$ cat config.mk
export PLATFORM = sky130hd
export DESIGN_NAME = kinrow_game_ctrl_flat
export DESIGN_NICKNAME = d
export VERILOG_FILES = /design/src/rtl/kinrow_game_ctrl_if.sv /design/src/rtl/kinrow_game_ctrl.sv /design/src/flat_wrapper.sv
export SDC_FILE = /design/constraint.sdc
export NUM_CORES = 1
export LEC_CHECK = 0
export CORE_UTILIZATION = 51
export CTS_CLUSTER_DIAMETER = 50
export DETAILED_ROUTE_END_ITERATION = 10
export PLACE_DENSITY = 0.78
export SLEW_MARGIN = 10
export SYNTH_ARGS = -nofsm -noshare
export SYNTH_HDL_FRONTEND = slang
export SYNTH_SLANG_ARGS = --single-unit
$ cat constraint.sdc
create_clock -name clk -period 3.9 [get_ports clk]
set_input_delay 0.78 -clock clk [delete_from_list [all_inputs] [get_ports clk]]
set_output_delay 0.78 -clock clk [all_outputs]
set_load 0.02 [all_outputs]
$ cat src/rtl/kinrow_game_ctrl_if.sv
// ============================================================================
// kinrow_game_ctrl_if : move handshake and board/status bundle for the game ctrl
// Rev 1.0
// ============================================================================
`default_nettype none

interface kinrow_game_ctrl_if #(
    parameter int N = 3
);
    localparam int CW = ($clog2(N) > 1) ? $clog2(N) : 1;

    logic              start;
    logic              p1_first;
    logic              move_valid;
    logic [CW-1:0]     move_row;
    logic [CW-1:0]     move_col;
    logic              move_ready;
    logic              move_err;
    logic              turn;
    logic [2*N*N-1:0]  board;
    logic [1:0]        game_state;
    logic [1:0]        winner;

    // Front end / player input side
    modport master (
        output start, p1_first, move_valid, move_row, move_col,
        input  move_ready, move_err, turn, board, game_state, winner
    );

    // Game controller side
    modport slave (
        input  start, p1_first, move_valid, move_row, move_col,
        output move_ready, move_err, turn, board, game_state, winner
    );
endinterface

`default_nettype wire

$ cat src/rtl/kinrow_game_ctrl.sv
// ============================================================================
// kinrow_game_ctrl : N x N, K-in-a-row two-player controller with line-scan check
// Rev 1.0
// ============================================================================
`default_nettype none

module kinrow_game_ctrl #(
    parameter int N = 3,
    parameter int K = 3
) (
    input  logic               clk,
    input  logic               reset,
    kinrow_game_ctrl_if.slave  bus
);

    localparam int CW   = ($clog2(N) > 1) ? $clog2(N) : 1;
    localparam int IW   = $clog2(N*N);
    localparam int CNTW = $clog2(N*N+1);
    localparam int RW   = $clog2(K+1);

    localparam logic [CW:0]        C_N     = (CW+1)'(N);
    localparam logic [CNTW-1:0]    C_CELLS = CNTW'(N*N);
    localparam logic [RW-1:0]      C_K     = RW'(K);
    localparam logic [RW-1:0]      C_RUN1  = RW'(1);
    localparam logic signed [CW:0] C_Z     = '0;
    localparam logic signed [CW:0] C_P1    = (CW+1)'(1);
    localparam logic signed [CW:0] C_M1    = '1;

    typedef enum logic [1:0] {
        S_IDLE  = 2'd0,
        S_WAIT  = 2'd1,
        S_CHECK = 2'd2,
        S_DONE  = 2'd3
    } state_t;

    state_t                 state_q,  state_d;
    logic [N*N-1:0][1:0]    board_q,  board_d;
    logic [CNTW-1:0]        count_q,  count_d;
    logic                   turn_q,   turn_d;
    logic [1:0]             winner_q, winner_d;
    logic                   err_q,    err_d;
    logic signed [CW:0]     mrow_q,   mrow_d;
    logic signed [CW:0]     mcol_q,   mcol_d;
    logic signed [CW:0]     crow_q,   crow_d;
    logic signed [CW:0]     ccol_q,   ccol_d;
    logic [1:0]             player_q, player_d;
    logic [1:0]             dir_q,    dir_d;
    logic                   neg_q,    neg_d;
    logic [RW-1:0]          run_q,    run_d;

    // Direction order: 0 horizontal, 1 vertical, 2 diagonal, 3 anti-diagonal
    function automatic logic signed [CW:0] step_r(input logic [1:0] d);
        return (d == 2'd0) ? C_Z : C_P1;
    endfunction

    function automatic logic signed [CW:0] step_c(input logic [1:0] d);
        case (d)
            2'd0:    return C_P1;
            2'd1:    return C_Z;
            2'd2:    return C_P1;
            default: return C_M1;
        endcase
    endfunction

    function automatic logic in_bounds(input logic signed [CW:0] r, input logic signed [CW:0] c);
        return !r[CW] && !c[CW] &&
               ({1'b0, r[CW-1:0]} < C_N) && ({1'b0, c[CW-1:0]} < C_N);
    endfunction

    function automatic logic [IW-1:0] cell_idx(input logic [CW-1:0] r, input logic [CW-1:0] c);
        return IW'(r) * IW'(N) + IW'(c);
    endfunction

    logic                w_legal_pos;
    logic [IW-1:0]       w_move_idx;
    logic [IW-1:0]       w_scan_idx;
    logic                w_inb;
    logic                w_match;
    logic [RW-1:0]       w_run_inc;
    logic [1:0]          w_dir_nx;
    logic signed [CW:0]  w_sr;
    logic signed [CW:0]  w_sc;

    assign w_legal_pos = ({1'b0, bus.move_row} < C_N) && ({1'b0, bus.move_col} < C_N);
    assign w_move_idx  = cell_idx(bus.move_row, bus.move_col);
    // Index is only consumed once the bounds check has passed
    assign w_inb       = in_bounds(crow_q, ccol_q);
    assign w_scan_idx  = cell_idx(crow_q[CW-1:0], ccol_q[CW-1:0]);
    assign w_match     = w_inb && (board_q[w_scan_idx] == player_q);
    assign w_run_inc   = run_q + C_RUN1;
    assign w_dir_nx    = dir_q + 2'd1;
    assign w_sr        = step_r(dir_q);
    assign w_sc        = step_c(dir_q);

    always_ff @(posedge clk) begin
        if (!reset) begin
            state_q  <= S_IDLE;
            board_q  <= '0;
            count_q  <= '0;
            turn_q   <= 1'b0;
            winner_q <= 2'b00;
            err_q    <= 1'b0;
            mrow_q   <= '0;
            mcol_q   <= '0;
            crow_q   <= '0;
            ccol_q   <= '0;
            player_q <= 2'b00;
            dir_q    <= 2'd0;
            neg_q    <= 1'b0;
            run_q    <= '0;
        end else begin
            state_q  <= state_d;
            board_q  <= board_d;
            count_q  <= count_d;
            turn_q   <= turn_d;
            winner_q <= winner_d;
            err_q    <= err_d;
            mrow_q   <= mrow_d;
            mcol_q   <= mcol_d;
            crow_q   <= crow_d;
            ccol_q   <= ccol_d;
            player_q <= player_d;
            dir_q    <= dir_d;
            neg_q    <= neg_d;
            run_q    <= run_d;
        end
    end

    always_comb begin
        state_d  = state_q;
        board_d  = board_q;
        count_d  = count_q;
        turn_d   = turn_q;
        winner_d = winner_q;
        err_d    = 1'b0;
        mrow_d   = mrow_q;
        mcol_d   = mcol_q;
        crow_d   = crow_q;
        ccol_d   = ccol_q;
        player_d = player_q;
        dir_d    = dir_q;
        neg_d    = neg_q;
        run_d    = run_q;

        if (bus.start) begin
            board_d  = '0;
            count_d  = '0;
            winner_d = 2'b00;
            turn_d   = ~bus.p1_first;
            state_d  = S_WAIT;
        end else begin
            case (state_q)
                S_WAIT: begin
                    if (bus.move_valid) begin
                        if (!w_legal_pos || (board_q[w_move_idx] != 2'b00)) begin
                            err_d = 1'b1;
                        end else begin
                            board_d[w_move_idx] = turn_q ? 2'b10 : 2'b01;
                            count_d  = count_q + CNTW'(1);
                            player_d = turn_q ? 2'b10 : 2'b01;
                            mrow_d   = $signed({1'b0, bus.move_row});
                            mcol_d   = $signed({1'b0, bus.move_col});
                            crow_d   = $signed({1'b0, bus.move_row});
                            ccol_d   = $signed({1'b0, bus.move_col}) + C_P1;
                            dir_d    = 2'd0;
                            neg_d    = 1'b0;
                            run_d    = C_RUN1;
                            state_d  = S_CHECK;
                        end
                    end
                end
                S_CHECK: begin
                    if (w_match) begin
                        run_d = w_run_inc;
                        if (w_run_inc == C_K) begin
                            winner_d = player_q;
                            state_d  = S_DONE;
                        end else begin
                            crow_d = neg_q ? (crow_q - w_sr) : (crow_q + w_sr);
                            ccol_d = neg_q ? (ccol_q - w_sc) : (ccol_q + w_sc);
                        end
                    end else if (!neg_q) begin
                        neg_d  = 1'b1;
                        crow_d = mrow_q - w_sr;
                        ccol_d = mcol_q - w_sc;
                    end else if (dir_q != 2'd3) begin
                        dir_d  = w_dir_nx;
                        neg_d  = 1'b0;
                        run_d  = C_RUN1;
                        crow_d = mrow_q + step_r(w_dir_nx);
                        ccol_d = mcol_q + step_c(w_dir_nx);
                    end else if (count_q == C_CELLS) begin
                        winner_d = 2'b11;
                        state_d  = S_DONE;
                    end else begin
                        turn_d  = ~turn_q;
                        state_d = S_WAIT;
                    end
                end
                default: ;
            endcase
        end
    end

    assign bus.move_ready = (state_q == S_WAIT);
    assign bus.move_err   = err_q;
    assign bus.turn       = turn_q;
    assign bus.board      = board_q;
    assign bus.winner     = winner_q;
    assign bus.game_state = (state_q == S_IDLE) ? 2'b00 :
                            (state_q == S_DONE) ? 2'b10 : 2'b01;

endmodule

`default_nettype wire

$ cat src/flat_wrapper.sv
// flat-port wrapper written by rule: the top's interface ports become plain ports
module kinrow_game_ctrl_flat 
#(
    parameter int N = 3,
    parameter int K = 3
)
  (clk, reset, bus_start, bus_p1_first, bus_move_valid, bus_move_row, bus_move_col, bus_move_ready, bus_move_err, bus_turn, bus_board, bus_game_state, bus_winner);
  kinrow_game_ctrl_if #(.N(N)) bus_i ();
  input  logic clk;
  input  logic reset;
  input wire logic [$bits(bus_i.start)-1:0] bus_start;
  input wire logic [$bits(bus_i.p1_first)-1:0] bus_p1_first;
  input wire logic [$bits(bus_i.move_valid)-1:0] bus_move_valid;
  input wire logic [$bits(bus_i.move_row)-1:0] bus_move_row;
  input wire logic [$bits(bus_i.move_col)-1:0] bus_move_col;
  output wire logic [$bits(bus_i.move_ready)-1:0] bus_move_ready;
  output wire logic [$bits(bus_i.move_err)-1:0] bus_move_err;
  output wire logic [$bits(bus_i.turn)-1:0] bus_turn;
  output wire logic [$bits(bus_i.board)-1:0] bus_board;
  output wire logic [$bits(bus_i.game_state)-1:0] bus_game_state;
  output wire logic [$bits(bus_i.winner)-1:0] bus_winner;
  assign bus_i.start = bus_start;
  assign bus_i.p1_first = bus_p1_first;
  assign bus_i.move_valid = bus_move_valid;
  assign bus_i.move_row = bus_move_row;
  assign bus_i.move_col = bus_move_col;
  assign bus_move_ready = bus_i.move_ready;
  assign bus_move_err = bus_i.move_err;
  assign bus_turn = bus_i.turn;
  assign bus_board = bus_i.board;
  assign bus_game_state = bus_i.game_state;
  assign bus_winner = bus_i.winner;
  kinrow_game_ctrl #(.N(N), .K(K)) u_core (.clk(clk), .reset(reset), .bus(bus_i));
endmodule
==> impl_metrics.env <==
export IMPL_ys_warn_count=0
export IMPL_status="finished, final reports clean"
export IMPL_dpl_hpwl_um=5790
export IMPL_powerDensity_mw_per_mm2=273
export IMPL_synth_edf_count=0
export IMPL_antenna_found_initial=0
export IMPL_end_kind="register"
export IMPL_antenna_cells=0
export IMPL_drc=0
export IMPL_die_height_um=78.7
export IMPL_busiest_layer="met2"
export IMPL_firstDrtPassIters=5
export IMPL_avgRoutedWirePerCell_um=17.0
export IMPL_grt_overflow=0
export IMPL_dp_slack_ns=-0.184
export IMPL_port_buffers=33
export IMPL_vias=2771
export IMPL_synth_fp_nets=376
export IMPL_maxCapViolCount=0
export IMPL_met2_usage_pct=41.9
export IMPL_die_area_mm2=0.00619
export IMPL_grt_max_degree=27
export IMPL_maxSlewViolCount=0
export IMPL_critical_path_class="register to register"
export IMPL_tightest_slew_ns=0.824
export IMPL_cts_inserted_buffers=5
export IMPL_syn_inst=337
export IMPL_hold_depth=1
export IMPL_via_per_inst=5.93
export IMPL_synth_main_ff_cell="dfxtp_1"
export IMPL_met1_usage_pct=36.9
export IMPL_fin_crit_sh_pct=98.1
export IMPL_synth_area_leaders="dfxtp_1, ha_1, nor2_1, fa_1, mux2i_1"
export IMPL_clock_sink_count=45
export IMPL_final_nets=433
export IMPL_slew_headroom_pct=45.0
export IMPL_syn_area_mm2=0.00300
export IMPL_setup_tns_ns=0
export IMPL_netlist_top_cell_by_area="dfxtp_1"
export IMPL_ant_nets=0
export IMPL_min_period_ns=3.83
export IMPL_grt_use_total_pct=26.7
export IMPL_synth_avg_cell_area_um2=8.90
export IMPL_use_met3_pct=5.29
export IMPL_synthTopCellsByCount="nor2_1, dfxtp_1, inv_1"
export IMPL_ys_seq_area_share_pct=30.0
export IMPL_place_gp_congestion=0.887
export IMPL_clk_latency_ns=0.31
export IMPL_yosys_register_bits=45
export IMPL_p_leak_uw=0.00143
export IMPL_fin_skew_ns=0.00735
export IMPL_irDropWorstVdd_mv=0.198
export IMPL_drive_gt1_share_pct=18.2
export IMPL_clk_path_buf_depth=2
export IMPL_r2r_cells=16
export IMPL_setup_slack_ns=0.0735
export IMPL_design_core_area_mm2=0.00557
export IMPL_cp_data_required_time_ns=4.14
export IMPL_holdBufCountCts=0
export IMPL_power_total_uw=1030
export IMPL_yosysMostFrequentCell="nor2_1"
export IMPL_routed_wl_um=7960
export IMPL_synth_cell_types=64
export IMPL_grt_pass1_vias=2616
export IMPL_worst_hold_path_type="register to register"
export IMPL_areaGrowthSynthToFinish_pct=25.7
export IMPL_yosys_area_top_type_share_pct=30.0
export IMPL_setup_viol_count_final=0
export IMPL_h_tree_depth=2
export IMPL_critPathMaxFanout=6
export IMPL_async_flop_share_pct=0
export IMPL_pin_count=34
export IMPL_die_w_um=78.7
export IMPL_clk_pin_slew_ns=0.10
export IMPL_rows=27
export IMPL_start_kind="register"
export IMPL_initial_core_util_pct=53.8
export IMPL_root_buffer="clkbuf_8"
export IMPL_timing_fmax_ghz=0.261
export IMPL_cts_tree="built"
export IMPL_finalHoldViolations=0
export IMPL_grt_first_pass_wirelength_um=12800
export IMPL_drt_initial_drc_count=218
export IMPL_crit_arrival_ns=4.07
placed cells by master, fill, tap and decap left out, types with 2 or more instances in the layout:
master / count
nand2_1: 19
nor2_1: 48
nand2b_1: 2
buf_4: 29
a31o_2: 2
nand4_1: 5
nand3_2: 2
ha_1: 22
nor2b_1: 6
fa_1: 8
a21o_1: 3
mux2_2: 4
nor3_1: 5
nand3_1: 6
xnor2_1: 5
o21ai_0: 5
dfxtp_1: 45
mux4_2: 3
a211oi_1: 4
inv_6: 2
clkdlybuf4s50_1: 33
and2_1: 2
a31oi_1: 13
buf_6: 3
nor4_2: 3
a21oi_1: 20
xor2_1: 4
and4_1: 2
and3_1: 2
o21a_1: 4
o22ai_1: 2
clkbuf_8: 5
o311a_1: 2
inv_1: 27
mux2i_1: 12
o31ai_1: 2
worst max-delay path, stage by stage, from the launching register on:
cell and delay [ns]:
dfxtp_1 0.34, inv_1 0.06, fa_1 0.55, inv_1 0.05, ha_1 0.18, inv_1 0.06
fa_1 0.47, buf_6 0.17, or2b_1 0.18, o22ai_1 0.12, o41ai_4 0.45, xnor2_1 0.16
buf_4 0.19, buf_4 0.13, nand2_2 0.08, or4_1 0.41, a21oi_1 0.15
per-stage QoR:
stage	utilization (%)	hold slack (ns)	instance area [um^2]	cells
2_1_floorplan	-	0.453	3000	337
6_report	67.7	0.490	3770	467
4_1_cts	65.2	0.493	3630	461
5_1_grt	67.7	0.518	3770	467
3_5_place_dp	63.5	0.457	3540	453
3_3_place_gp	63.5	0.463	3540	453
cell families after synthesis:
logic type	synth area share, %
AOI/OAI and AO/OA	17.3
xor gates and xnor gates	3.17
adders and majority gates	14.5
buffers and inverters	6.13
DFF	30.0
muxes	9.34
and+or+nand+nor	19.5
power breakdown:
part / switching (uW) / internal [uW]
clock network: 179 / 131
logic: 136 / 109
registers: 8.06 / 466
total: 323 / 706
worst paths after layout:
check,start,end,slack (ns)
setup / recovery,u_core.ccol_q[1]$_SDFFE_PN0P_,u_core.run_q[1]$_SDFFE_PN0P_,0.07
hold / removal,u_core.bus.winner[1]$_SDFFE_PP0P_,u_core.bus.winner[1]$_SDFFE_PP0P_,0.49
setup reg to reg,u_core.ccol_q[1]$_SDFFE_PN0P_,u_core.run_q[1]$_SDFFE_PN0P_,0.07
hold reg to reg,u_core.bus.winner[1]$_SDFFE_PP0P_,u_core.bus.winner[1]$_SDFFE_PP0P_,0.49
cell type report:
cell class / count / area [um^2]
clock inverters: 3 / 25.0
inverters: 27 / 101
fillers: 444 / 1800
clock buffers: 5 / 68.8
repair buffers: 66 / 587
well taps: 72 / 90.1
multi-input cells: 249 / 2000
flip-flops and latches: 45 / 901
timing repair:
action                     4_1_cts  5_1_grt
setup endpoints to repair        0       28
gates resized for setup          0       17
setup buffers                    0        6
flip-flops by register name (all words and copies together), names as in the netlist:
name                 flops
u_core.bus.move_err      1
u_core.state_q           2
u_core.player_q          2
u_core.bus.board        18
u_core.run_q             2
u_core.bus.winner        2
u_core.ccol_q            3
u_core.mcol_q            2
u_core.neg_q             1
u_core.bus.turn          1
u_core.crow_q            3
u_core.count_q           4
u_core.mrow_q            2
u_core.dir_q             2
routing by layer:
metal  vias to the layer above  part of all wire [%]
li1                       1311                     -
met1                      1339                    45
met2                       106                    46
met3                        15                   6.9
met4                         0                   1.9
met5                         -                     0
No activity file was read; power rests on OpenSTA's default activity.
